==> src/rtl/serv_pkg.sv <==
// Shared types and constants for the serv bus scheduler and its helpers.
package serv_pkg;

  localparam int unsigned WB_ADR_W = 32;
  localparam int unsigned WB_DAT_W = 32;
  localparam int unsigned WB_SEL_W = 4;

  localparam logic [WB_SEL_W-1:0] WB_SEL_DEFAULT = 4'hf;

  typedef enum logic [1:0] {
    ST_IDLE  = 2'd0,
    ST_GNT_I = 2'd1,
    ST_GNT_D = 2'd2
  } sched_state_e;

  typedef struct packed {
    logic [WB_ADR_W-1:0] adr;
    logic [WB_DAT_W-1:0] dat;
    logic [WB_SEL_W-1:0] sel;
    logic                we;
  } wb_req_t;

endpackage

==> src/rtl/serv_watchdog.sv <==
// Saturating cycle watchdog: clears on i_clr, counts while i_en, flags all-ones.
module serv_watchdog #(
  parameter int unsigned W = 8
) (
  input  logic i_clk,
  input  logic i_rst_n,
  input  logic i_clr,
  input  logic i_en,
  output logic o_expired
);

  logic [W-1:0] cnt_q;
  logic [W-1:0] cnt_d;

  assign o_expired = &cnt_q;

  // Saturates at all-ones so an expired count can never wrap back to zero.
  always_comb begin
    cnt_d = cnt_q;
    if (i_clr) begin
      cnt_d = '0;
    end else if (i_en && !o_expired) begin
      cnt_d = cnt_q + W'(1);
    end
  end

  always_ff @(posedge i_clk or negedge i_rst_n) begin
    if (!i_rst_n) begin
      cnt_q <= '0;
    end else begin
      cnt_q <= cnt_d;
    end
  end

endmodule

==> src/rtl/serv_bus_sched.sv <==
// Shares one Wishbone master between ibus and dbus, one grant at a time,
// with a watchdog that force-completes transactions a dead slave never acks.
module serv_bus_sched
  import serv_pkg::*;
#(
  parameter int unsigned TIMEOUT_W = 8,
  parameter bit          DBUS_PRIO = 1'b1
) (
  input  logic                i_clk,
  input  logic                i_rst_n,
  input  logic [WB_ADR_W-1:0] i_ibus_adr,
  input  logic                i_ibus_cyc,
  output logic [WB_DAT_W-1:0] o_ibus_rdt,
  output logic                o_ibus_ack,
  input  logic [WB_ADR_W-1:0] i_dbus_adr,
  input  logic [WB_DAT_W-1:0] i_dbus_dat,
  input  logic [WB_SEL_W-1:0] i_dbus_sel,
  input  logic                i_dbus_we,
  input  logic                i_dbus_cyc,
  output logic [WB_DAT_W-1:0] o_dbus_rdt,
  output logic                o_dbus_ack,
  output logic [WB_ADR_W-1:0] o_wb_adr,
  output logic [WB_DAT_W-1:0] o_wb_dat,
  output logic [WB_SEL_W-1:0] o_wb_sel,
  output logic                o_wb_we,
  output logic                o_wb_cyc,
  input  logic [WB_DAT_W-1:0] i_wb_rdt,
  input  logic                i_wb_ack,
  output logic                o_timeout,
  output logic                o_timeout_seen
);

  sched_state_e state_q;
  sched_state_e state_d;
  logic         seen_q;
  logic         seen_d;
  logic         gnt_i;
  logic         gnt_d;
  logic         wd_expired;
  logic         force_done;
  logic         done;
  wb_req_t      req;

  assign gnt_i = (state_q == ST_GNT_I);
  assign gnt_d = (state_q == ST_GNT_D);

  serv_watchdog #(
    .W (TIMEOUT_W)
  ) u_watchdog (
    .i_clk     (i_clk),
    .i_rst_n   (i_rst_n),
    .i_clr     (state_q == ST_IDLE),
    .i_en      (!i_wb_ack),
    .o_expired (wd_expired)
  );

  // Cycle is gated by the granted requester's cyc so an abort drops it at once.
  assign o_wb_cyc   = (gnt_i && i_ibus_cyc) || (gnt_d && i_dbus_cyc);
  assign force_done = o_wb_cyc && wd_expired && !i_wb_ack;
  assign done       = o_wb_cyc && (i_wb_ack || force_done);

  assign o_timeout      = force_done;
  assign o_timeout_seen = seen_q;
  assign seen_d         = seen_q || force_done;

  assign o_ibus_ack = gnt_i && done;
  assign o_dbus_ack = gnt_d && done;
  assign o_ibus_rdt = (gnt_i && !force_done) ? i_wb_rdt : '0;
  assign o_dbus_rdt = (gnt_d && !force_done) ? i_wb_rdt : '0;

  always_comb begin
    req = '{adr: i_ibus_adr, dat: '0, sel: WB_SEL_DEFAULT, we: 1'b0};
    if (gnt_d) begin
      req = '{adr: i_dbus_adr, dat: i_dbus_dat, sel: i_dbus_sel, we: i_dbus_we};
    end
  end

  assign o_wb_adr = req.adr;
  assign o_wb_dat = req.dat;
  assign o_wb_sel = req.sel;
  assign o_wb_we  = req.we;

  // Every grant returns to IDLE, which guarantees one idle cycle between grants.
  always_comb begin
    state_d = state_q;
    case (state_q)
      ST_IDLE: begin
        if (i_dbus_cyc && i_ibus_cyc) begin
          state_d = DBUS_PRIO ? ST_GNT_D : ST_GNT_I;
        end else if (i_dbus_cyc) begin
          state_d = ST_GNT_D;
        end else if (i_ibus_cyc) begin
          state_d = ST_GNT_I;
        end
      end
      ST_GNT_I: begin
        if (i_wb_ack || wd_expired || !i_ibus_cyc) state_d = ST_IDLE;
      end
      ST_GNT_D: begin
        if (i_wb_ack || wd_expired || !i_dbus_cyc) state_d = ST_IDLE;
      end
      default: state_d = ST_IDLE;
    endcase
  end

  always_ff @(posedge i_clk or negedge i_rst_n) begin
    if (!i_rst_n) begin
      state_q <= ST_IDLE;
      seen_q  <= 1'b0;
    end else begin
      state_q <= state_d;
      seen_q  <= seen_d;
    end
  end

endmodule

==> config.mk <==
export PLATFORM = sky130hd
export DESIGN_NAME = serv_bus_sched
export DESIGN_NICKNAME = d
export VERILOG_FILES = /design/src/rtl/serv_pkg.sv /design/src/rtl/serv_watchdog.sv /design/src/rtl/serv_bus_sched.sv
export SDC_FILE = /design/constraint.sdc
export NUM_CORES = 1
export LEC_CHECK = 0
export CAP_MARGIN = 0
export CORE_AREA = 4 4 106 108
export DETAILED_ROUTE_END_ITERATION = 10
export DIE_AREA = 0 0 110 112
export DONT_BUFFER_PORTS = 1
export SLEW_MARGIN = 10
export SYNTH_ARGS = -nofsm -noshare
export SYNTH_HDL_FRONTEND = slang
export SYNTH_SLANG_ARGS = --single-unit
export TNS_END_PERCENT = 5
==> constraint.sdc <==
create_clock -name i_clk -period 2.85 [get_ports i_clk]
set_input_delay 0.57 -clock i_clk [delete_from_list [all_inputs] [get_ports i_clk]]
set_output_delay 0.57 -clock i_clk [all_outputs]
set_load 0.005 [all_outputs]
==> results of run 1 <==
cells in the mapped netlist:
cell	count	area share (%)
buf_6	5	3.2
or3_1	1	0.36
mux2i_1	2	1.1
and3_1	67	24
nand2b_1	7	2.5
ha_1	1	0.71
nor2_1	2	0.43
buf_2	4	1.1
clkbuf_1	13	2.8
o41ai_1	1	0.50
a2111o_1	1	0.64
o311ai_0	1	0.50
nand3b_1	3	1.3
and4_1	1	0.50
nor2b_1	2	0.71
a211oi_1	1	0.43
a211o_1	1	0.50
buf_4	1	0.43
a41oi_1	1	0.50
dfrtp_1	11	16
or4b_2	1	0.57
nand3_1	2	0.57
o211a_1	2	1.1
a21oi_1	5	1.4
and2_1	33	12
inv_1	2	0.43
nand4b_1	2	1.0
nand2_1	7	1.5
mux2_2	32	21
nor3_1	2	0.57
nand4_2	1	0.71
or2_2	1	0.36
and3b_1	1	0.50
o21ai_0	4	1.1
routing by layer:
layer | share of wire [%] | global-route usage, % | wire length, um | vias up
met4 | 0.48 | 2.00 | 36 | 0
met5 | 0 | 0 | 0 | -
li1 | - | - | - | 760
met3 | 13 | 3.36 | 1000 | 4
met2 | 51 | 18.4 | 3790 | 177
met1 | 35 | 12.0 | 2620 | 814
stage by stage:
step	worst slack (ns)	area, um2	hold WS (ns)
after floorplan	0.723	1760	0.274
after global placement	0.526	1850	0.275
after detailed placement	0.455	1850	0.275
after CTS	0.183	1890	0.0119
after global routing	0.0445	1890	0.00881
final	0.196	1890	0.0217
cells by family (layout without fill, tap and decap cells):
family / after synthesis / in the layout / synth area share [%]
muxes: 34 / 34 / 21.7
adders and majority gates: 1 / 1 / 0.713
buffers and inverters: 25 / 10 / 7.98
AOI/OAI and AO/OA: 17 / 17 / 6.77
DFF: 11 / 11 / 15.7
and+or+nand+nor: 133 / 133 / 47.2
what timing repair did:
item,in CTS,in global routing
hold buffers,0,0
setup endpoints to repair,0,32
gates resized for setup,0,1
placed cells by master (no fill, tap or decap), types with 2 or more instances in the layout:
| master | Yosys | final |
|---|---|---|
| nor2_1 | 2 | 2 |
| and2_1 | 33 | 33 |
| nand4b_1 | 2 | 2 |
| nand2b_1 | 7 | 7 |
| inv_1 | 2 | 2 |
| clkbuf_8 | 0 | 3 |
| mux2i_1 | 2 | 2 |
| mux2_2 | 32 | 32 |
| nand2_1 | 7 | 7 |
| nor3_1 | 2 | 2 |
| nand3_1 | 2 | 2 |
| a21oi_1 | 5 | 5 |
| o211a_1 | 2 | 2 |
| dfrtp_1 | 11 | 11 |
| and3_1 | 67 | 67 |
| buf_4 | 1 | 3 |
| nand3b_1 | 3 | 3 |
| o21ai_0 | 4 | 4 |
registers in the layout, summed over array words and instances (netlist names):
signal            count
u_watchdog.cnt_q      8
state_q               2
o_timeout_seen        1
worst paths after layout:
| path | endpoint | slack, ns | depth (start not counted) |
|---|---|---|---|
| worst max-delay path | o_dbus_rdt[3] | 0.20 | 5 |
| worst min-delay path | o_timeout_seen | 0.02 | 0 |
| worst max register to register | o_timeout_seen | 1.10 | 5 |
| max in group asynchronous | u_watchdog.cnt_q[6] | 2.76 | 0 |
| worst min register to register | o_timeout_seen | 0.50 | 1 |
| min in group i_clk | state_q[1] | 0.46 | 2 |
worst register-to-register path: stages (launching register included):
cell      delay (ns)
dfrtp_1         0.38
ha_1            0.24
nand3_1         0.18
a2111o_2        0.58
buf_12          0.22
nand2b_1        0.08
power groups by stage:
stage | combinational [mW] | clock [mW] | sequential [mW]
2_1_floorplan | 0.208 | 0 | 0.171
3_3_place_gp | 0.252 | 0 | 0.174
3_5_place_dp | 0.250 | 0 | 0.174
4_1_cts | 0.253 | 0.166 | 0.172
5_1_grt | 0.277 | 0.172 | 0.173
6_report | 0.250 | 0.158 | 0.172
cell type report:
type,count,area (um2)
sequential,11,275
tap,136,170
timing repair buffer,4,42.5
inverter,2,7.51
clock buffer,4,45.0
multi-input combinational,185,1350
fill,1159,8340
==> impl_results.md, run 1 <==
- Critical Path, Cell by Cell: ha_1 > nand3_1 > a2111o_2 > buf_12 > and3_1
- GPL Wtd Cong: 0.706
- Vias in the first global route: 1,704
- Slew @ Worst Pin: 0.507 ns
- Clock share of power: 27.3%
- Status: finished clean
- Startpoint class of the critical path: flop
- CP max FO: 54
- Tot Pwr: 0.580 mW
- Post-DR vias/cell: 5.13
- Post-synthesis cell area: 0.00176 mm2
- Syn_nets: 360
- Final Hold Viols: 0
- Critical Path Start: u_watchdog.cnt_q[0]
- First-pass GRT wire length: 9860 um
- Total CTS buffers: 3
- Via count: 1,755
- Ant diodes: 0
- Register share of total power: 29.7%
- Clk root buf: clkbuf_8
- Post-Layout Cell Count: 342
- Initial antenna violation count: 0
- Final setup violation count: 0
- Die ar.: 0.0123 mm2
- Clock tree buffer depth: 2
- Worst-Skew Late Latency: 0.24 ns
- Setup Skew: 0.00153 ns
- Clock Sinks: 11
- Critical path class: reg -> out
- Crit-path leading delay family: compound AO/OA/AOI/OAI gates
- Area grow syn2layout: 7.77%
- Layout cells sized above 1: 21.8%
- Drt first pass iters: 4
- Worst slew margin: 66.2%
- Die Y-Extent: 112 um
- Clock period minus final worst setup slack: 2.65 ns
- RSZ-0062 raised after global routing: no
- Max VDD drop: 103 uV
- DR WL/cell: 21.8 um
- Rows: 37
- Post-CTS setup buffer count: 0
- Period utilisation layout: 93.1%
- Crit path buffers/inverters: 1
- Placed insts: 338
- H-tree levels: 1
- Psw: 0.208 mW
- Slew Limit Fails: 0
- Synthesis Warnings: 0
- Critical path's slowest cell: a2111o_2
- Avg Inst Size Synth: 7.94 um2
- Critical path arrival: 2.08 ns
- Worst Path Required: 2.28 ns
- Starting Density: 17.2%
- Worst R2R Start: u_watchdog.cnt_q[0]
- Pwr dens: 307 mW/mm2
- Reg clk slew, reported paths: 0.05 ns
- Worst path max stage delay: 0.58 ns
- Final TNS setup: 0 ns
- Core region area: 0.0102 mm2
- Gate Count Post-Synth: 221
- IO Pins: 276
- Initial DRC Count: 96
- Max frequency: 377 MHz
- Port bufs: 0
- Internal power component: 0.372 mW
- Final Core Density: 18.5%
- Worst Hold Class: in -> async
- Layout net count: 346
- Grt total ovfl: 0
- Comb power frac: 43.1%
- Synth cell types: 34
- Drt total wl: 7450 um
- CTS tree: built
- Gr usage total: 10.3%
- Largest net degree at the start of global routing: 56
- Critical Path Sink Type: output pin
- Post-synthesis sequential area ratio: 15.7%
- P_leak: 0.957 nW
- Max cap viols: 0
- HPWL Detailed: 6400 um
- Synthesis-stage register bit count: 11
- Post-route ant nets: 0
- Net Sw Frac: 35.9%
- Post-route DRC: 0
- Floorplan die width: 110 um
(Power assumes the default switching activity.)
==> inputs of run 2 (changes only) <==
--- a/config.mk
+++ b/config.mk
@@ -7,6 +7,7 @@
 export LEC_CHECK = 0
 export CAP_MARGIN = 0
 export CORE_AREA = 4 4 106 108
+export CTS_CLUSTER_SIZE = 8
 export DETAILED_ROUTE_END_ITERATION = 10
 export DIE_AREA = 0 0 110 112
 export DONT_BUFFER_PORTS = 1
==> results of run 2 <==
Same layout as run 1: the final DEF is identical, and so are final timing and power.
